## src/rtl/alien_rom_arbiter.sv

```systemverilog
`default_nettype none
// +----------------------------------------------------------------------------+
// | alien_rom_arbiter: round-robin, burst-bounded sharing of one sprite ROM     |
// | Revision: 1.0                                                              |
// +----------------------------------------------------------------------------+
module alien_rom_arbiter #(
    parameter int NREQ  = 3,
    parameter int AW    = 10,
    parameter int DW    = 8,
    parameter int DEPTH = 837,
    parameter int BURST = 31
) (
    input  logic                 i_clk2,
    input  logic                 i_rst_n,
    input  logic [NREQ-1:0]      i_req,
    input  logic [NREQ*AW-1:0]   i_addr,
    output logic [NREQ-1:0]      o_gnt,
    output logic [AW-1:0]        o_rom_addr,
    input  logic [DW-1:0]        i_rom_data,
    output logic [DW-1:0]        o_data,
    output logic [NREQ-1:0]      o_valid,
    output logic                 o_err
);

    localparam int IW = (NREQ > 1) ? $clog2(NREQ) : 1;
    localparam int CW = $clog2(BURST + 1);
    localparam logic [CW-1:0] C_BURST = CW'(BURST);
    localparam logic [CW-1:0] C_ONE   = CW'(1);

    typedef enum logic [0:0] {
        ST_IDLE = 1'b0,
        ST_OWN  = 1'b1
    } state_t;

    state_t          r_state;
    logic [IW-1:0]   r_owner;
    logic [IW-1:0]   r_last;
    logic [CW-1:0]   r_cnt;
    logic [NREQ-1:0] r_s1_gnt;
    logic            r_s1_err;

    logic            w_others;
    logic            w_keep;
    logic            w_rr_found;
    logic [IW-1:0]   w_rr_idx;
    logic            w_any;
    logic [IW-1:0]   w_gnt_idx;
    logic [AW-1:0]   w_addr;
    logic            w_oor;

    always_comb begin
        w_others = 1'b0;
        for (int k = 0; k < NREQ; k++) begin
            if (k != int'(r_owner) && i_req[k]) w_others = 1'b1;
        end

        w_keep = (r_state == ST_OWN) && i_req[r_owner] &&
                 ((r_cnt < C_BURST) || !w_others);

        // Search starts just after the last grant and wraps back to it last.
        w_rr_found = 1'b0;
        w_rr_idx   = '0;
        for (int off = 1; off <= NREQ; off++) begin
            if (!w_rr_found && i_req[(int'(r_last) + off) % NREQ]) begin
                w_rr_found = 1'b1;
                w_rr_idx   = IW'((int'(r_last) + off) % NREQ);
            end
        end

        w_any     = (|i_req) && i_rst_n;
        w_gnt_idx = w_keep ? r_owner : w_rr_idx;

        w_addr = '0;
        for (int k = 0; k < NREQ; k++) begin
            if (k == int'(w_gnt_idx)) w_addr = i_addr[k*AW +: AW];
        end

        w_oor      = w_any && (int'(w_addr) >= DEPTH);
        o_gnt      = w_any ? (NREQ'(1) << w_gnt_idx) : '0;
        o_rom_addr = (w_any && !w_oor) ? w_addr : '0;
    end

    always_ff @(posedge i_clk2 or negedge i_rst_n) begin
        if (!i_rst_n) begin
            r_state  <= ST_IDLE;
            r_owner  <= '0;
            r_last   <= IW'(NREQ - 1);
            r_cnt    <= '0;
            r_s1_gnt <= '0;
            r_s1_err <= 1'b0;
            o_valid  <= '0;
            o_err    <= 1'b0;
            o_data   <= '0;
        end else begin
            if (!w_any) begin
                r_state <= ST_IDLE;
                r_cnt   <= '0;
            end else begin
                r_state <= ST_OWN;
                r_owner <= w_gnt_idx;
                r_last  <= w_gnt_idx;
                // An expired burst kept only for lack of competition restarts at 1.
                if (w_keep) r_cnt <= (r_cnt < C_BURST) ? r_cnt + C_ONE : C_ONE;
                else        r_cnt <= C_ONE;
            end

            r_s1_gnt <= o_gnt;
            r_s1_err <= w_oor;
            o_valid  <= r_s1_gnt;
            o_err    <= r_s1_err;
            o_data   <= ((|r_s1_gnt) && !r_s1_err) ? i_rom_data : '0;
        end
    end

endmodule
`default_nettype wire

```

## config.mk

```make
export PLATFORM = sky130hd
export DESIGN_NAME = alien_rom_arbiter
export DESIGN_NICKNAME = d
export VERILOG_FILES = /design/src/rtl/alien_rom_arbiter.sv
export SDC_FILE = /design/constraint.sdc
export NUM_CORES = 1
export LEC_CHECK = 0
export CELL_PAD_IN_SITES_DETAIL_PLACEMENT = 1
export CELL_PAD_IN_SITES_GLOBAL_PLACEMENT = 2
export CORE_MARGIN = 2
export CORE_UTILIZATION = 24
export CTS_BUF_LIST = sky130_fd_sc_hd__clkbuf_4
export CTS_CLUSTER_DIAMETER = 80
export DETAILED_ROUTE_END_ITERATION = 10
export GPL_ROUTABILITY_DRIVEN = 0
export MAX_ROUTING_LAYER = met4
export PLACE_DENSITY = 0.88
export SLEW_MARGIN = 20
export SYNTH_ARGS = -nofsm -noshare
export SYNTH_HDL_FRONTEND = slang
export SYNTH_SLANG_ARGS = --single-unit
```

## constraint.sdc

```tcl
create_clock -name i_clk2 -period 3.8 [get_ports i_clk2]
set_clock_uncertainty 0.15 [all_clocks]
set_input_delay 0.76 -clock i_clk2 [delete_from_list [all_inputs] [get_ports i_clk2]]
set_output_delay 0.76 -clock i_clk2 [all_outputs]
set_load 0.01 [all_outputs]
```

==> results of run 1 <==
[cells in the mapped netlist (2+ instances only)]
library cell / instances
sky130_fd_sc_hd__a2111o_1: 2
sky130_fd_sc_hd__a211oi_1: 5
sky130_fd_sc_hd__a21o_1: 3
sky130_fd_sc_hd__a21oi_1: 7
sky130_fd_sc_hd__a22oi_1: 4
sky130_fd_sc_hd__and2_1: 10
sky130_fd_sc_hd__and3_1: 5
sky130_fd_sc_hd__buf_2: 2
sky130_fd_sc_hd__clkbuf_1: 3
sky130_fd_sc_hd__dfrtp_1: 24
sky130_fd_sc_hd__ha_1: 4
sky130_fd_sc_hd__inv_1: 8
sky130_fd_sc_hd__mux2_2: 2
sky130_fd_sc_hd__mux2i_1: 2
sky130_fd_sc_hd__nand2_1: 10
sky130_fd_sc_hd__nand3_1: 5
sky130_fd_sc_hd__nor2_1: 25
sky130_fd_sc_hd__nor2b_1: 2
sky130_fd_sc_hd__nor3_1: 5
sky130_fd_sc_hd__o211ai_1: 2
sky130_fd_sc_hd__o21a_1: 2
sky130_fd_sc_hd__o21ai_0: 5
sky130_fd_sc_hd__o221ai_1: 2
sky130_fd_sc_hd__o22ai_1: 2
sky130_fd_sc_hd__o31ai_1: 2
sky130_fd_sc_hd__xnor2_1: 2
[cell type report]
cell class              count  area (um^2)  share of cell area [%]
clock inverters             1         5.00                   0.169
well taps                  75         93.8                    3.16
flip-flops and latches     25          628                    21.2
repair buffers            126         1090                    36.7
multi-input cells         127         1100                    37.0
clock buffers               3         22.5                   0.759
inverters                   8         30.0                    1.01
[power by group]
group	switching (mW)	total (mW)	internal, mW
Combinational	0.565	1.21	0.645
Clock	0.0811	0.121	0.0395
Sequential	0.0373	0.363	0.326
Total	0.684	1.69	1.01
[timing repair]
item | in CTS | in global routing
pin swaps | 23 | 2
endpoints found under the hold margin | 0 | 0
resized for setup | 108 | 16
setup buffers | 16 | 4
cloned | 0 | 0
endpoints found under the setup margin | 13 | 13
[registers in the layout, summed over array words and instances, names as in the netlist]
name      count
r_state       1
r_last        1
r_cnt         5
o_valid       3
r_s1_gnt      3
r_owner       2
o_data        8
r_s1_err      1
o_err         1
[worst max-delay path, cell delays in order]
cell and delay, ns:
sky130_fd_sc_hd__clkdlybuf4s15_2 0.24, sky130_fd_sc_hd__inv_1 0.07, sky130_fd_sc_hd__a2111o_1 0.50, sky130_fd_sc_hd__and3_4 0.22
sky130_fd_sc_hd__a2111o_1 0.45, sky130_fd_sc_hd__buf_6 0.19, sky130_fd_sc_hd__nor2_4 0.07, sky130_fd_sc_hd__o221ai_2 0.12
sky130_fd_sc_hd__a221oi_4 0.32, sky130_fd_sc_hd__buf_4 0.18, sky130_fd_sc_hd__buf_6 0.10, sky130_fd_sc_hd__nor2_4 0.03
sky130_fd_sc_hd__buf_6 0.14
[path summary, 6_finish.rpt]
kind | from | endpoint | slack [ns] | depth (start not counted)
worst max-delay path | i_req[0] | o_rom_addr[8] | -0.50 | 13
worst min-delay path | r_s1_gnt[0] | o_valid[0] | 0.25 | 0
worst max register to register | r_last[1] | r_s1_err | 0.55 | 14
worst min register to register | r_s1_gnt[0] | o_valid[0] | 0.25 | 0
max in group asynchronous | i_rst_n | r_last[1] | 2.49 | 2
min in group asynchronous | i_rst_n | r_cnt[3] | 0.72 | 2
[kinds of logic after synthesis]
| kind of cell | count (synthesis) | share of synthesized area [%] |
|---|---|---|
| AOI/OAI and AO/OA | 47 | 24.5 |
| xor gates and xnor gates | 3 | 1.74 |
| adders and majority gates | 4 | 3.31 |
| buffers and inverters | 13 | 3.39 |
| DFF | 25 | 41.5 |
| muxes | 4 | 2.81 |
| and+or+nand+nor | 69 | 22.8 |
[per-layer routing]
metal / GRT usage [%] / share of wire, % / vias to the layer above
met5: - / 0 / -
li1: - / - / 849
met4: 7.75 / 3.6 / 0
met2: 33.4 / 53 / 60
met3: 2.49 / 4.1 / 18
met1: 20.0 / 39 / 905
[per-stage QoR]
step | util (%) | hold WS (ns) | worst slack [ns]
floorplan | - | 0.204 | 0.0960
global route | 49.5 | 0.273 | -0.610
detailed placement | 42.5 | 0.215 | -1.11
CTS | 48.5 | 0.254 | -0.356
global placement | 42.5 | 0.210 | -1.04
finish | 49.5 | 0.251 | -0.496
[cells in the final DEF, fill, tap and decap left out, drive strengths merged, types with 6 or more instances in the layout]
cell            n
dfrtp          24
and2           10
inv             8
nand2          10
nor2           25
clkdlybuf4s50  51
a211oi          6
buf            70
a21oi           7
==> flow_summary.toml, run 1 <==
[status]
run_status = "finished with violations"
failing_checks = "setup timing"

[clocking]
worstSkewPairLatency_ns = 0.32
root_driver = "sky130_fd_sc_hd__clkbuf_4"
cts-root-to-sink-buffers = 2
clock_buffers_created_by_tritoncts = 3
htree_levels = 1
clkSinkCount = 25
cts.hold.buffers_added = 0
clkSlewWorstSetupHoldPaths_ns = 0.13
cts_tree = "built"

[power]
power_density_nw_per_um2 = 571
power.total_mw = 1.69
peakVddDrop_mv = 0.245
leakagePower_nw = 1.32

[detailed_routing]
drc = 0
routed_wl_um = 6260
dr.first_iter.drc_count = 56
postRouteAntennaNets = 0
avgViaCountPerCell = 5.02
wl_per_cell_um = 17.2
dr.pass1.iters = 4
detailroute.via_count = 1832

[yosys]
synth-seq-area-share_pct = 41.5
ys_ff_latch = 25
synth_fp_nets = 212
synth_top_cells_by_area = "sky130_fd_sc_hd__dfrtp_1 40%, sky130_fd_sc_hd__nor2_1 6.2%, sky130_fd_sc_hd__and2_1 4.1%, sky130_fd_sc_hd__ha_1 3.3%, sky130_fd_sc_hd__a211oi_1 2.5%"
post_synth_instance_area_um2 = 1510
netlist-cell-type-count = 46
synth_area_per_cell_um2 = 9.16
synth_top_cell_area_share_pct = 39.7
post-synth-top-area-cell = "sky130_fd_sc_hd__dfrtp_1"
synth-edff-count = 0
synth_async_sr_flop_share_pct = 100
synthesis.instances = 165
synth_top_flop_cell = "sky130_fd_sc_hd__dfrtp_1"
yosysWarningCount = 0

[global_route]
grt_start_max_net_pins = 26
first_global_vias = 2099
global_route.overflow_total = 0
grt_antenna_before_repair = 0
grt.total_usage_pct = 18.4
grt_first_pass_wirelength_um = 10100

[worst_setup_path]
critical_path_required_ns = 2.89
critPathCaptureType = "output port"
worst-path-max-fanout = 5
critical_path_class = "in2out"
timing.critical_path.from_type = "primary input"
crit_arrival_ns = 3.39

[die]
design.die.area_um2 = 6950
fp.coreArea_um2 = 5990
floorplan.die.height_um = 83.4
floorplan.initialDensity_pct = 25.2
top_level_ports = 68
core.rowCount = 28
die_width_um = 83.4

[timing]
layout_min_cycle_time_ns = 4.30
worst_slew_margin_rel_pct = 65.1
postLayoutSetupSlackWorst_ns = -0.496
worstMarginPinSlew_ns = 0.522
grt_setup_unrepaired = "true"
totalNegativeSetupSlack_ns = -3.49
final_max_slew_viol_count = 0
fin_crit_sh_pct = 113
setup_viol_count_final = 10
achievable-frequency_mhz = 233
finalHoldViolCount = 0

[placed_design]
placed_area_um2 = 2550
dp_cells = 341
place.detailed.hpwl_um = 4420
portBuffers = 67

[final_layout]
num-nets-final = 338
final_cell_count_no_fill = 365
antennaDiodeCount = 0
nFillCells = 666
layout_cells_sized_above_1_pct = 42.8
area_growth_syn_to_layout_pct = 96.3
final_area_um2 = 2970

[flow_run]
max_cap_violations = 0

[worst_hold_path]
hold_path.class = "reg2reg"
Power figures use the tool's default switching activity.
==> inputs of run 2 (changes only) <==
==> constraint.sdc (replaced) <==
create_clock -name i_clk2 -period 3.8 [get_ports i_clk2]
set_clock_uncertainty 0.15 [all_clocks]
set_input_delay 0.57 -clock i_clk2 [delete_from_list [all_inputs] [get_ports i_clk2]]
set_output_delay 0.57 -clock i_clk2 [all_outputs]
set_load 0.01 [all_outputs]
==> run 2 against run 1 <==
- the run still ends with setup timing left
- final cell count down 2.5%
- critical path type is now reg2out
- sequential power shrank 2%
- wire length fell by 2.8%
- via count decreased by 4.0%
- non-clock buffer count decreased by 9
- total power down 3.7%
- design area shrank 3.3%
- critical endpoint is now o_rom_addr[9]
- worst hold slack got worse by 0.0054 ns
- combinational power fell by 4%
- sequential share of layout area increased by 0.73 points
- clock power decreased by 3%
- die area stayed put
==> flow_summary.toml, run 2 (same netlist as run 1, synthesis figures left out) <==
[status]
run_status = "finished with violations"
failing_checks = "setup timing"

[die]
design.die.area_um2 = 6950
top_level_ports = 68
core.rowCount = 28
floorplan.die.height_um = 83.4
die_width_um = 83.4
fp.coreArea_um2 = 5990
floorplan.initialDensity_pct = 25.2

[detailed_routing]
wl_per_cell_um = 17.1
detailroute.via_count = 1759
dr.first_iter.drc_count = 62
avgViaCountPerCell = 4.94
routed_wl_um = 6090
dr.pass1.iters = 4
postRouteAntennaNets = 0
drc = 0

[worst_setup_path]
worst-path-max-fanout = 4
worstPathCellList = "buf_4 -> buf_6 -> ha_4 -> nor2b_1 -> o211ai_1 -> buf_4 -> a211oi_4 -> a2111o_1 -> buf_6 -> nor2_4 -> o221ai_2 -> a221oi_4 -> buf_4 -> a211oi_2 -> buf_2"
critical_path_class = "reg2out"
timing.critical_path.from_type = "register"
critical-path-max-stage-delay_ns = 0.47
critical-path-top-cell-by-count = "sky130_fd_sc_hd__buf_4"
crit_path_top_delay_cell = "sky130_fd_sc_hd__a2111o_1"
critical_path_required_ns = 3.08
crit_arrival_ns = 3.30
critPathCaptureType = "output port"

[timing]
achievable-frequency_mhz = 249
grt_setup_unrepaired = "true"
postLayoutSetupSlackWorst_ns = -0.221
fin_crit_sh_pct = 106
setup_viol_count_final = 10
finalHoldViolCount = 0
layout_min_cycle_time_ns = 4.02
worst_slew_margin_rel_pct = 61.0
worstMarginPinSlew_ns = 0.570
final_max_slew_viol_count = 0

[power]
power_frac_seq_pct = 21.9
p_switching_uw = 659
switching_share_pct = 40.4
power_density_nw_per_um2 = 569
leakagePower_nw = 1.30
int_power_uw = 973
pwr-share-comb_pct = 70.9
peakVddDrop_mv = 0.255
share_clk_of_total_power_pct = 7.2

[clocking]
clkSlewWorstSetupHoldPaths_ns = 0.14
cts.hold.buffers_added = 0
htree_levels = 1
clkSinkCount = 25
worstSkewPairLatency_ns = 0.32
root_driver = "sky130_fd_sc_hd__clkbuf_4"
cts_tree = "built"
cts-root-to-sink-buffers = 2
clock_buffers_created_by_tritoncts = 3

[flow_run]
max_cap_violations = 0

[global_route]
grt_first_pass_wirelength_um = 9150
first_global_vias = 1972
grt_start_max_net_pins = 26
grt_antenna_before_repair = 0
global_route.overflow_total = 0
grt.total_usage_pct = 16.6

[final_layout]
area_growth_syn_to_layout_pct = 89.7
reg.largest.list = "o_data (8), r_cnt (5)"
layout_cells_sized_above_1_pct = 37.0
num-nets-final = 329
largest_register_ff_count = 8
final_cell_count_no_fill = 356
regMostFlops = "o_data"
antennaDiodeCount = 0
nFillCells = 676
mostFrequentLayoutCells = "51 x sky130_fd_sc_hd__clkdlybuf4s50_1, 41 x sky130_fd_sc_hd__buf_4, 23 x sky130_fd_sc_hd__dfrtp_1"
final_common_cell = "sky130_fd_sc_hd__clkdlybuf4s50_1"
final_area_um2 = 2870

[placed_design]
dp_cells = 333
placed_area_um2 = 2490
place.detailed.hpwl_um = 4240
portBuffers = 67

[worst_hold_path]
hold_path.class = "reg2reg"
run 2: cell type report:
type / instances / area, um^2 / share of cell area (%)
clock buffer: 3 / 22.5 / 0.785
clock inverter: 1 / 5.00 / 0.175
sequential: 25 / 628 / 21.9
inverter: 8 / 30.0 / 1.05
tap: 75 / 93.8 / 3.27
multi-input combinational: 127 / 1050 / 36.6
timing repair buffer: 117 / 1040 / 36.2
run 2: timing repair:
item / 4_1_cts / 5_1_grt
endpoints found under the setup margin: 12 / 13
resized for setup: 71 / 32
buffers inserted: 12 / 7
pin swaps: 16 / 9
run 2: path summary, 6_finish.rpt:
path	startpoint	endpoint	slack (ns)	cells past startpoint
worst max-delay path	r_owner[0]	o_rom_addr[9]	-0.22	15
worst min-delay path	r_s1_gnt[0]	o_valid[0]	0.25	0
worst max register to register	r_owner[0]	r_s1_err	0.68	14
worst min register to register	r_s1_gnt[0]	o_valid[0]	0.25	0
max in group asynchronous	i_rst_n	r_last[1]	2.73	2
min in group asynchronous	i_rst_n	r_cnt[0]	0.48	2
run 2: per-stage QoR:
stage               utilization, %  power, mW  setup WS (ns)  setup TNS [ns]  hold slack [ns]
CTS                           45.4       1.48         -0.171           -1.49            0.248
finish                        47.9       1.63         -0.221           -1.56            0.246
floorplan                        -      0.769          0.345               0            0.124
detailed placement            41.5       1.20         -0.758           -6.85            0.217
global placement              41.5       1.18         -0.665           -5.96            0.211
global route                  47.9       1.73         -0.368           -2.96            0.268
run 2: per-layer routing:
metal	part of all wire (%)	GRT usage, %	vias up
met3	3.6	2.09	6
li1	-	-	834
met4	1.2	5.22	0
met1	42	18.5	868
met5	0	-	-
met2	54	30.7	51
run 2: critical path: cells and delay by family (launching register included):
kind / cells / cell delay (ns)
buffers and inverters: 6 / 0.93
AND/OR/NAND/NOR: 2 / 0.20
flip-flops: 1 / 0.44
adder cells (fa/ha/maj): 1 / 0.16
AO/OA/AOI/OAI: 6 / 1.25
run 2: power groups by stage:
| stage | Sequential, mW | Combinational [mW] | Clock, mW |
|---|---|---|---|
| after floorplan | 0.376 | 0.392 | 0 |
| after global placement | 0.361 | 0.814 | 0 |
| after detailed placement | 0.364 | 0.837 | 0 |
| after CTS | 0.361 | 1.00 | 0.122 |
| after global routing | 0.365 | 1.24 | 0.133 |
| final | 0.357 | 1.16 | 0.117 |
